### src/rtl/fetch_stage.sv
// -----------------------------------------------------------------------------
// fetch_stage
//
// Instruction-fetch stage. Holds the program counter, drives the byte address
// of the instruction memory and registers the returned 32-bit word into the
// IF/ID pipeline register. Supports hazard stall, branch redirect with flush,
// and a HALT state entered when HALT_INSTR is captured.
//
// Optional feature macro: FETCH_COUNT_EN
//   When defined, adds a 32-bit fetch_count output counting every cycle in
//   which IF/ID is loaded with a valid instruction (wraps at 2^32).
// -----------------------------------------------------------------------------
module fetch_stage #(
    parameter logic [63:0] RESET_PC   = 64'h0,
    parameter logic [31:0] NOP_INSTR  = 32'hD503201F,
    parameter logic [31:0] HALT_INSTR = 32'hD4400000
) (
    input  logic        clk,
    input  logic        rst,
    input  logic        stall,
    input  logic        branch_taken,
    input  logic [63:0] branch_target,
    output logic [64:0] imem_address,
    input  logic [31:0] imem_data,
    output logic [63:0] if_id_pc,
    output logic [31:0] if_id_instr,
    output logic        if_id_valid,
    output logic        halted,
    output logic        fetch_fault
`ifdef FETCH_COUNT_EN
    ,
    output logic [31:0] fetch_count
`endif
);

    // BOOT covers the single cycle after reset release in which no capture
    // happens; RUN is normal fetch; HALT freezes the PC until a redirect.
    typedef enum logic [1:0] {
        ST_BOOT = 2'd0,
        ST_RUN  = 2'd1,
        ST_HALT = 2'd2
    } state_t;

    state_t      state_q, state_d;
    logic [63:0] pc_q, pc_d;
    logic [63:0] if_id_pc_q, if_id_pc_d;
    logic [31:0] if_id_instr_q, if_id_instr_d;
    logic        if_id_valid_q, if_id_valid_d;
    logic        fetch_fault_q, fetch_fault_d;
`ifdef FETCH_COUNT_EN
    logic [31:0] fetch_count_q, fetch_count_d;
`endif

    // Next-state and next-register computation; redirect wins over everything.
    always_comb begin
        // NOTE: every variable gets a default first so no path can infer a latch.
        state_d       = state_q;
        pc_d          = pc_q;
        if_id_pc_d    = if_id_pc_q;
        if_id_instr_d = if_id_instr_q;
        if_id_valid_d = if_id_valid_q;
        fetch_fault_d = 1'b0;
`ifdef FETCH_COUNT_EN
        fetch_count_d = fetch_count_q;
`endif

        if (branch_taken) begin
            // Redirect and flush in any state; stall does not block it.
            // The low two target bits are dropped and flagged as a fault.
            pc_d          = {branch_target[63:2], 2'b00};
            if_id_instr_d = NOP_INSTR;
            if_id_valid_d = 1'b0;
            fetch_fault_d = |branch_target[1:0];
            state_d       = ST_RUN;
        end else begin
            case (state_q)
                ST_BOOT: begin
                    state_d = ST_RUN;
                end
                ST_RUN: begin
                    if (!stall) begin
                        if_id_instr_d = imem_data;
                        if_id_pc_d    = pc_q;
                        if_id_valid_d = 1'b1;
`ifdef FETCH_COUNT_EN
                        fetch_count_d = fetch_count_q + 32'd1;
`endif
                        // A captured halt keeps the PC pointing at itself.
                        if (imem_data == HALT_INSTR) begin
                            state_d = ST_HALT;
                        end else begin
                            pc_d = pc_q + 64'd4;
                        end
                    end
                end
                ST_HALT: begin
                    // Bubble the pipeline; re-applying it every HALT cycle is
                    // equivalent to doing it only on the first one.
                    if_id_instr_d = NOP_INSTR;
                    if_id_valid_d = 1'b0;
                end
                default: begin
                    state_d = ST_BOOT;
                end
            endcase
        end
    end

    // State and pipeline registers with asynchronous active-high reset.
    always_ff @(posedge clk or posedge rst) begin
        if (rst) begin
            state_q       <= ST_BOOT;
            pc_q          <= RESET_PC;
            if_id_pc_q    <= 64'h0;
            if_id_instr_q <= NOP_INSTR;
            if_id_valid_q <= 1'b0;
            fetch_fault_q <= 1'b0;
`ifdef FETCH_COUNT_EN
            fetch_count_q <= 32'h0;
`endif
        end else begin
            // NOTE: non-blocking assignments so all flops update from pre-edge values.
            state_q       <= state_d;
            pc_q          <= pc_d;
            if_id_pc_q    <= if_id_pc_d;
            if_id_instr_q <= if_id_instr_d;
            if_id_valid_q <= if_id_valid_d;
            fetch_fault_q <= fetch_fault_d;
`ifdef FETCH_COUNT_EN
            fetch_count_q <= fetch_count_d;
`endif
        end
    end

    assign imem_address = {1'b0, pc_q};
    assign if_id_pc     = if_id_pc_q;
    assign if_id_instr  = if_id_instr_q;
    assign if_id_valid  = if_id_valid_q;
    assign fetch_fault  = fetch_fault_q;
    assign halted       = (state_q == ST_HALT);
`ifdef FETCH_COUNT_EN
    assign fetch_count  = fetch_count_q;
`endif

endmodule

### config.mk
export PLATFORM = sky130hd
export DESIGN_NAME = fetch_stage
export DESIGN_NICKNAME = d
export VERILOG_FILES = /design/src/rtl/fetch_stage.sv
export SDC_FILE = /design/constraint.sdc
export NUM_CORES = 1
export LEC_CHECK = 0
export BUFFER_PORTS_ARGS = -buffer_cell sky130_fd_sc_hd__buf_2
export CAP_MARGIN = 20
export CORE_MARGIN = 2
export CORE_UTILIZATION = 50
export CTS_CLUSTER_SIZE = 30
export DETAILED_ROUTE_END_ITERATION = 16
export PLACE_DENSITY = 0.86
export SLEW_MARGIN = 10
export SYNTH_ARGS = -nofsm -noshare
export SYNTH_HDL_FRONTEND = slang
export SYNTH_SLANG_ARGS = --single-unit
### constraint.sdc
create_clock -name clk -period 7.2 [get_ports clk]
set_input_delay 1.08 -clock clk [delete_from_list [all_inputs] [get_ports clk]]
set_output_delay 1.08 -clock clk [all_outputs]
set_load 0.05 [all_outputs]
==> impl_metrics.yaml <==
grt:
  grt_pass1_wl_mm: 36.31
  grt_usage_pct: 28.21
  grt_max_degree: 97
  grt_overflow: 0
  antenna_found_initial: 0
  grt_pass1_vias: 7065
clock_network:
  path_clk_slew_ns: 0.07
  clockBufferDepth: 2
  clk_latency_ns: 0.43
  cts_sinks: 160
  cts_resized: 0
  clockRootBuffer: "clkbuf_16"
  post-cts-setup-buffers: 0
  numCtsBuffers: 17
  cts_tree: "done"
  cts_hold_buf: 0
  cts_max_level: 4
floorplan:
  coreArea_um2: 15090
  start_util_pct: 50.75
  pin_count: 264
  rows: 45
  die_h_um: 127.8
  dieArea_um2: 16320
  die_x_um: 127.8
synth:
  synth_area_per_cell_um2: 9.226
  synthArstFlopShare_pct: 100.0
  ys_types: 53
  synth-edff-count: 0
  synth_seq_cells: 160
  yosysSeqAreaShare_pct: 52.50
  synth.top_cell.area_share_pct: 48.04
  synth_ff_type: "dfrtp_1"
  ys_warn_count: 0
  synth_top_area_cell: "dfrtp_1"
  syn_inst: 830
  ys_top_cells_by_count: "nand2_1 (227), dfrtp_1 (147), nor2_1 (53)"
  netlist_top_cells_area: "dfrtp_1 (48%), nand2_1 (11%), dfstp_2 (4.5%)"
  yosysMostFrequentCell: "nand2_1"
  synth_area_um2: 7657
setup_path:
  crit_family: "simple AND/OR/NAND/NOR gates"
  critical_path_depth: 7
  path_buf_inv: 4
  cp-end-kind: "register"
  crit_chain: "buf_2, buf_4, inv_2, buf_4, nand2_4, or4_1, nand3_1"
  critPathKind: "primary input to register"
  crit_slowest_cell: "nand2_4"
  crit_top_cell: "buf_4"
  worst_ep_arrival_time_ns: 3.80
  cp_max_fo: 83
  cpPeakStageDelay_ns: 0.72
  cp.required_ns: 7.55
  startpoint_type: "primary input"
  reg2reg_depth: 5
power_and_ir_drop:
  p_leak_nw: 4.590
  max-vdd-ir-drop_mv: 0.1716
  power_mw: 2.680
  p_per_area_nw_per_um2: 278.1
placed_design:
  port_buffers: 258
  postPlaceCellArea_um2: 9052
  dp_hpwl_mm: 15.63
  gp_congestion: 0.8403
timing:
  maxSlewViolCount: 0
  layout_min_cycle_time_ns: 3.441
  period_share_pct: 47.79
  rsz0062_at_grt: "no"
  tightest_slew_ns: 0.9211
  timing.hold.ws_ns: 0.4711
  finClkSkew_ns: 0.005849
  max_slew_margin_pct: 38.59
  fmaxAchievable_ghz: 0.2906
  setup_tns_ns: 0
  hold_viol: 0
  setup_viol: 0
routing:
  dr.pass1.iters: 5
  num_vias: 7463
  wl_per_cell_um: 18.11
  ant_nets: 0
  routed_wl_mm: 22.89
  vias_per_cell: 5.904
  drc_errors: 0
  drt_iter0_drc: 698
final_layout:
  layout-drive-gt1-share_pct: 30.86
  diodes: 0
  area_delta_synth_final_pct: 25.83
  nets: 1164
  design_area_um2: 9635
flow_run:
  drv_cap: 0
worst_hold_path:
  whs_path_depth: 2
  min_path_type: "register to register"
outcome:
  status: "finished, final reports clean"
==> kinds of logic (layout without fill, tap and decap cells) <==
logic type	after synthesis	count (layout)	synth area share, %
AO/OA/AOI/OAI	157	157	14.71
XOR/XNOR	10	10	1.144
adder cells (fa/ha/maj)	1	1	0.1634
buffers and inverters	63	305	3.415
flip-flops	160	160	52.50
multiplexers	4	4	0.5392
other	1	5	0.04897
AND/OR/NAND/NOR	434	434	27.48
==> routing by layer <==
metal | vias up | wire length, um | global-route usage (%) | share of wire, %
met5 | - | 0 | 0 | 0
met3 | 35 | 1722 | 5.843 | 7.5
met4 | 0 | 386 | 8.339 | 1.7
met1 | 3637 | 9576 | 37.18 | 42
met2 | 341 | 11210 | 47.34 | 49
li1 | 3450 | - | - | -
==> final cells by class <==
cell class | instances | area (um^2)
Sequential cell | 160 | 4020
Fill cell | 1282 | 5454
Clock inverter | 15 | 157.7
Multi-Input combinational cell | 611 | 3415
Tap cell | 188 | 235.2
Clock buffer | 17 | 425.4
Inverter | 7 | 31.28
Timing Repair Buffer | 266 | 1351
==> cell usage in the layout, fill, tap and decap left out, types with 5 or more instances in the layout <==
cell type / n
nor2b_1: 7
a31oi_1: 35
o22a_1: 13
conb_1: 5
and3_1: 9
or2_2: 5
inv_6: 7
buf_2: 258
o31ai_1: 22
o21ai_0: 32
nand2_1: 226
nand3_1: 22
xor2_1: 8
clkbuf_16: 17
dfstp_2: 13
a22o_1: 19
o2111ai_1: 8
nor3_1: 6
or4_1: 23
dfrtp_1: 147
buf_4: 8
o211ai_1: 9
or3_1: 21
nor4_1: 13
inv_1: 5
nand4_1: 22
nor2_1: 52
==> stage by stage <==
step / setup WS, ns / utilization [%] / cells
floorplan: 1.822 / - / 834
global placement: 3.343 / 59.94 / 1231
detailed placement: 3.324 / 59.99 / 1232
CTS: 3.765 / 63.86 / 1264
global route: 3.549 / 63.86 / 1264
finish: 3.759 / 63.86 / 1264
==> power by group <==
part	leakage, nW	total [mW]	switching (mW)	internal, mW
Combinational	2.40	0.687	0.531	0.156
Clock	0.277	0.902	0.387	0.515
Sequential	1.92	1.09	0.0946	0.997
==> final timing paths <==
path                                                from                        to  slack, ns
worst max-delay path                        branch_taken      pc_q[39]$_DFFE_PP0P_       3.76
worst min register to register  if_id_pc[52]$_DFFE_PP0P_  if_id_pc[52]$_DFFE_PP0P_       0.47
max in group asynchronous                            rst  if_id_pc[15]$_DFFE_PP0P_       5.01
worst min-delay path            if_id_pc[52]$_DFFE_PP0P_  if_id_pc[52]$_DFFE_PP0P_       0.47
worst max register to register       pc_q[4]$_DFFE_PP0P_      pc_q[55]$_DFFE_PP0P_       4.31
min in group asynchronous                            rst      pc_q[52]$_DFFE_PP0P_       0.81
==> registers in the layout, summed over array words and instances, names as in the netlist <==
name	count
pc_q	62
if_id_instr	32
fetch_fault	1
if_id_valid	1
state_q	2
if_id_pc	62
==> worst register-to-register path, delay by kind of cell (launching register included) <==
family          cells  cell delay [ns]
flops               1             0.49
compound gates      1             0.21
simple gates        4             2.10
No activity file was read; power rests on OpenSTA's default activity.
